File: src/rtl/fetch_pkg.sv
// Shared constants and the instruction-buffer entry layout for the fetch stage.
package fetch_pkg;

  localparam int          FETCH_XLEN = 32;
  localparam int          PC_STEP    = 4;
  localparam logic [31:0] INSN_NOP   = 32'h0000_0013;

  typedef struct packed {
    logic                  valid;
    logic                  filled;
    logic [FETCH_XLEN-1:0] pc;
    logic [FETCH_XLEN-1:0] insn;
  } buf_entry_t;

endpackage

File: src/rtl/fetch_buffer.sv
// In-order instruction buffer: entries are allocated at request time, filled by
// responses in order, and popped at the head. Pointers carry a wrap bit.
module fetch_buffer
  import fetch_pkg::*;
#(
  parameter int DEPTH = 2,
  parameter int PW    = $clog2(DEPTH) + 1
) (
  input  logic                  clk,
  input  logic                  reset_n,
  input  logic                  flush_i,
  input  logic                  alloc_i,
  input  logic [FETCH_XLEN-1:0] alloc_pc_i,
  input  logic                  fill_i,
  input  logic [FETCH_XLEN-1:0] fill_insn_i,
  input  logic                  pop_i,
  output logic                  head_rdy_o,
  output logic [FETCH_XLEN-1:0] head_pc_o,
  output logic [FETCH_XLEN-1:0] head_insn_o,
  output logic [PW-1:0]         count_o,
  output logic [PW-1:0]         inflight_o
);

  localparam int AW = PW - 1;

  buf_entry_t    ent_q [DEPTH];
  logic [PW-1:0] head_q, fill_q, tail_q;
  logic [AW-1:0] hidx, fidx, tidx;

  assign hidx = head_q[AW-1:0];
  assign fidx = fill_q[AW-1:0];
  assign tidx = tail_q[AW-1:0];

  // A full buffer may pop and allocate the same slot in one cycle; the
  // allocation is written last so it wins.
  always_ff @(posedge clk or negedge reset_n) begin
    if (!reset_n) begin
      head_q <= '0;
      fill_q <= '0;
      tail_q <= '0;
      for (int i = 0; i < DEPTH; i++) ent_q[i] <= '0;
    end else if (flush_i) begin
      head_q <= '0;
      fill_q <= '0;
      tail_q <= '0;
      for (int i = 0; i < DEPTH; i++) begin
        ent_q[i].valid  <= 1'b0;
        ent_q[i].filled <= 1'b0;
      end
    end else begin
      if (pop_i) begin
        ent_q[hidx].valid  <= 1'b0;
        ent_q[hidx].filled <= 1'b0;
        head_q             <= head_q + PW'(1);
      end
      if (fill_i) begin
        ent_q[fidx].filled <= 1'b1;
        ent_q[fidx].insn   <= fill_insn_i;
        fill_q             <= fill_q + PW'(1);
      end
      if (alloc_i) begin
        ent_q[tidx].valid  <= 1'b1;
        ent_q[tidx].filled <= 1'b0;
        ent_q[tidx].pc     <= alloc_pc_i;
        tail_q             <= tail_q + PW'(1);
      end
    end
  end

  assign head_rdy_o  = ent_q[hidx].valid & ent_q[hidx].filled;
  assign head_pc_o   = ent_q[hidx].pc;
  assign head_insn_o = ent_q[hidx].insn;
  assign count_o     = tail_q - head_q;
  assign inflight_o  = tail_q - fill_q;

endmodule

File: src/rtl/fetch_unit.sv
// Fetch stage: PC generation, credit-limited memory requests, redirect flush
// with discard of stale responses. XLEN must match FETCH_XLEN.
module fetch_unit
  import fetch_pkg::*;
#(
  parameter int              XLEN      = FETCH_XLEN,
  parameter logic [XLEN-1:0] RESET_PC  = '0,
  parameter int              BUF_DEPTH = 2
) (
  input  logic            clk,
  input  logic            reset_n,
  output logic            imem_req_valid,
  input  logic            imem_req_ready,
  output logic [XLEN-1:0] imem_req_addr,
  input  logic            imem_rsp_valid,
  input  logic [XLEN-1:0] imem_rsp_data,
  input  logic            redirect_valid,
  input  logic [XLEN-1:0] redirect_pc,
  input  logic            stall,
  output logic            instr_valid,
  output logic [XLEN-1:0] current_instruction,
  output logic [XLEN-1:0] current_pc
);

  localparam int PW = $clog2(BUF_DEPTH) + 1;

  logic            run_q;
  logic [XLEN-1:0] fetch_pc_q, fetch_pc_d;
  logic [PW-1:0]   drop_q, drop_d;
  logic [PW-1:0]   count, inflight, occ_after;
  logic            pop, hs, drop_pending, rsp_take;

  fetch_buffer #(.DEPTH(BUF_DEPTH), .PW(PW)) u_buf (
    .clk         (clk),
    .reset_n     (reset_n),
    .flush_i     (redirect_valid),
    .alloc_i     (hs),
    .alloc_pc_i  (fetch_pc_q),
    .fill_i      (rsp_take),
    .fill_insn_i (imem_rsp_data),
    .pop_i       (pop),
    .head_rdy_o  (instr_valid),
    .head_pc_o   (current_pc),
    .head_insn_o (current_instruction),
    .count_o     (count),
    .inflight_o  (inflight)
  );

  assign pop          = instr_valid && !stall;
  assign drop_pending = (drop_q != '0);
  // The slot freed by this cycle's consume counts as a credit, which is what
  // lets a two-entry buffer sustain one instruction per cycle.
  assign occ_after    = count - PW'(pop);
  assign imem_req_valid = run_q && (occ_after < PW'(BUF_DEPTH)) &&
                          !redirect_valid && !drop_pending;
  assign imem_req_addr  = fetch_pc_q;
  assign hs             = imem_req_valid && imem_req_ready;
  assign rsp_take       = imem_rsp_valid && !redirect_valid && !drop_pending;

  always_comb begin
    fetch_pc_d = fetch_pc_q;
    drop_d     = drop_q;
    if (redirect_valid) begin
      fetch_pc_d = {redirect_pc[XLEN-1:2], 2'b00};
      drop_d     = drop_q + inflight - PW'(imem_rsp_valid);
    end else begin
      if (hs)                             fetch_pc_d = fetch_pc_q + XLEN'(PC_STEP);
      if (imem_rsp_valid && drop_pending) drop_d     = drop_q - PW'(1);
    end
  end

  always_ff @(posedge clk or negedge reset_n) begin
    if (!reset_n) begin
      run_q      <= 1'b0;
      fetch_pc_q <= RESET_PC;
      drop_q     <= '0;
    end else begin
      run_q      <= 1'b1;
      fetch_pc_q <= fetch_pc_d;
      drop_q     <= drop_d;
    end
  end

endmodule
File: config.mk
export PLATFORM = sky130hd
export DESIGN_NAME = fetch_unit
export DESIGN_NICKNAME = d
export VERILOG_FILES = /design/src/rtl/fetch_pkg.sv /design/src/rtl/fetch_buffer.sv /design/src/rtl/fetch_unit.sv
export SDC_FILE = /design/constraint.sdc
export NUM_CORES = 1
export LEC_CHECK = 0
export ABC_AREA = 1
export CORE_ASPECT_RATIO = 1.75
export CORE_MARGIN = 10
export CORE_UTILIZATION = 52
export DETAILED_ROUTE_END_ITERATION = 7
export GPL_ROUTABILITY_DRIVEN = 0
export GPL_TIMING_DRIVEN = 0
export PLACE_DENSITY = 0.81
export SLEW_MARGIN = 30
export SYNTH_ARGS = -nofsm -noshare
export SYNTH_HDL_FRONTEND = slang
export SYNTH_SLANG_ARGS = --single-unit
File: constraint.sdc
create_clock -name clk -period 2.8 [get_ports clk]
set_input_delay 0.7 -clock clk [delete_from_list [all_inputs] [get_ports clk]]
set_output_delay 0.7 -clock clk [all_outputs]
set_load 0.02 [all_outputs]
==> run metrics <==
clock skew about 0.011 ns; Leakage between 5 and 6 nW; I/O pin total between 150 and 200; part of the power in combinational logic 35.9%; Total Negative Setup Slacks 0 ns; total die area 22000 um2; vias in the first global route 8238; NetSw between 0.003 and 0.004 W; routed vias/inst 5.33; Clock Tree Buf Depth 2; core area 16000 um2; r2r worst-path depth 13; internal power approximately 0.0059 W; # rows 61; max frequency between 0.3 and 0.4 GHz; fin cells 1530; worst path bufs/invs 3; top-count cell post-synth nand2_1; Hold Crit Class input pin to async pin; CTS tree done; Hold Fails Final Rpt 0; Syn Inst Count between 1000 and 1500; setup ws final between 0.01 and 0.015 ns; period utilization approximately 100%; Worst-path clk slew roughly 0.08 ns; Clk network pwr share between 20% and 30%; max_cap viols 0; Peak supply drop around 0.00045 V; Post-synth EDFFs 0; clock root cell clkbuf_16; fraction of layout cells with a size suffix above 1 about 8%; CP max stage cell dfrtp_1; # H-tree levels 4; drt first pass iters 5; CP peak stage delay 0.41 ns; #FFs+latches synth approximately 170; Final Max Slew Viols 0; CP cell instances inv_1 -> nand3_2 -> nand2_2 -> nand2_1 -> ha_1 -> a21oi_1 -> nand2_1 -> nand2_2 -> nand2_4 -> inv_1 -> buf_4; final net count roughly 1400; Final ANT Viol Nets 0; Final Critical Period roughly 2.8 ns; chip width approximately 120 um; first-pass GRT wire length between 40 and 50 mm; Synth Flop Type dfrtp_1; top cell family by delay on the critical path simple AND/OR/NAND/NOR gates; Worst Tran Pin Value approximately 0.64 ns; GR Overflow Total 0; CP required roughly 2.1 ns; Synth warnings 0; Post-synth ARST share 100%; unrepaired setup endpoints after global routing true; Synth top area share ~50%; initial antenna violation count 0; largest net degree at the start of global routing 78; CTS Buf Count 17; HPWL reported at the end of detailed placement 20.2 mm; Fillers between 1000 and 1500; n_diodes 0; most frequent cells after synthesis 517 x nand2_1, 169 x dfrtp_1, 100 x inv_1, 81 x o21ai_0, 60 x nand3_1; 1st-iter DRT viols a little under 600; synth top area cells dfrtp_1 50%, nand2_1 23%, o21ai_0 4.8%, inv_1 4.4%, nand3_1 3.5%; hold buffers post-CTS 0; CP max FO 4; PwrDens about 860 nW/um2; WS Path Type register to output port; residual DRC count 0; pre-CTS WS -0.527 ns; Post-Route WL about 27 mm; total number of vias 8158; outcome complete, no violations; final setup violation count 0; sequential share of power slightly below 40%; Worst EP arrival about 2.1 ns; Sw Share between 30% and 40%; Seq/Total Area, Yosys roughly 50%; relative slew slack a little under three fifths; Clock Sinks between 150 and 200; synthesized area per cell approximately 7.4 um2; Initial Util between 50% and 60%; port bufs between 150 and 200; leading area contributor after synthesis dfrtp_1; Synth cell types 31; type of destination of the critical path output port; startpoint type of the worst setup path register; placed insts ~1500; GRT Overall Usage 24.6%; Worst-Skew Late Latency 0.43 ns; Post-Syn Area around 8500 um2; Worst path depth 11; Area growth syn-to-layout 30.0%; WL/cell approximately 17 um; Die Y about 190 um
==> power by group through the flow <==
stage               sequential [W]  combinational (W)  clock [W]
CTS                        0.00374            0.00347    0.00234
detailed placement         0.00378            0.00368          0
floorplan                  0.00372            0.00202          0
global placement           0.00374            0.00358          0
finish                     0.00376            0.00341    0.00233
global route               0.00385            0.00380    0.00244
==> sequential cells by signal, indices dropped and copies added, names as in the netlist <==
signal and flops:
run_q 1, u_buf.fill_q 2, u_buf.ent_q 130, imem_req_addr 30, drop_q 2, u_buf.head_q 2, u_buf.tail_q 2
==> path summary, 6_finish.rpt <==
check	slack [ns]	startpoint	end
hold / removal	0.12	reset_n	u_buf.ent_q[110]$_DFFE_PN0P_
hold reg to reg	0.48	u_buf.ent_q[99]$_DFFE_PN0P_	u_buf.ent_q[99]$_DFFE_PN0P_
max in group asynchronous	1.99	reset_n	u_buf.tail_q[1]$_DFFE_PN0P_
setup / recovery	0.01	u_buf.head_q[0]$_DFFE_PN0P_	imem_req_valid
min in group clk	0.48	u_buf.ent_q[99]$_DFFE_PN0P_	u_buf.ent_q[99]$_DFFE_PN0P_
setup reg to reg	0.37	u_buf.head_q[0]$_DFFE_PN0P_	imem_req_addr[19]$_DFFE_PN0P_
==> timing repair <==
action	4_1_cts	5_1_grt
endpoints found under the setup margin	94	8
setup buffers	0	2
pin swaps	0	2
gates resized for setup	74	13
==> cells in the final DEF (no fill, tap or decap), types with 3 or more instances in the layout <==
master and n:
a21oi_1 5, buf_1 3, buf_2 13, buf_4 8, buf_6 10, clkbuf_1 12, clkbuf_16 17, clkbuf_2 5
clkbuf_4 5, clkdlybuf4s50_1 109, clkinv_8 3, conb_1 3, dfrtp_1 169, dlygate4sd2_1 46, dlymetal6s2s_1 6, ha_1 4
inv_1 99, inv_6 5, inv_8 3, nand2_1 516, nand2_4 3, nand3_1 58, nand3_2 3, nand4_1 3
nor2_1 58, o21ai_0 81, o21ai_1 45, o21ai_2 15, xnor2_1 4, xor2_1 8
==> layout make-up <==
class	instances	area, um2	share of cell area, %
inverter	101	379	3.43
clock inverter	14	149	1.35
timing repair buffer	167	1660	15.0
clock buffer	18	439	3.98
tap	189	236	2.14
buffer	54	349	3.16
sequential	169	4230	38.3
multi-input combinational	818	3600	32.6
==> worst register-to-register path: stages (launching register included) <==
cell and delay (ns):
dfrtp_1 0.41, inv_1 0.13, nand3_2 0.10, nand2_2 0.09, nand2_1 0.06, ha_1 0.28, a21oi_1 0.14, nand2_1 0.08
nand2_2 0.11, nand2_4 0.07, nor2_8 0.22, buf_2 0.34, nand3_1 0.22, nand3_1 0.12
==> metrics by stage <==
stage | hold WS (ns) | total power (W) | area [um2] | utilization, %
CTS | 0.132 | 0.00955 | 11000 | 68.9
global route | 0.138 | 0.0101 | 11000 | 69.2
detailed placement | 0.457 | 0.00745 | 10400 | 65.4
floorplan | 0.404 | 0.00574 | 8500 | -
global placement | 0.450 | 0.00732 | 10400 | 65.0
finish | 0.124 | 0.00950 | 11000 | 69.2
==> kinds of logic (layout without fill, tap and decap cells) <==
family                     count (synthesis)  after routing  synth area share [%]
and+or+nand+nor                          648            648                  30.3
DFF                                      169            169                  49.8
adders and majority gates                  6              6                  1.06
other                                      2              3                0.0884
AOI/OAI and AO/OA                        149            149                  9.52
xor gates and xnor gates                  12             12                  1.24
buffers and inverters                    155            354                  8.04
==> metal layers <==
| layer | vias to the layer above | part of all wire, % | GRT usage [%] |
|---|---|---|---|
| met1 | 3835 | 35 | 25.3 |
| li1 | 3909 | - | - |
| met4 | 0 | 5.3 | 13.8 |
| met2 | 321 | 54 | 44.7 |
| met3 | 93 | 5.7 | 4.69 |
| met5 | - | 0 | 0 |
Note: power is estimated with default switching activity, not from simulation.
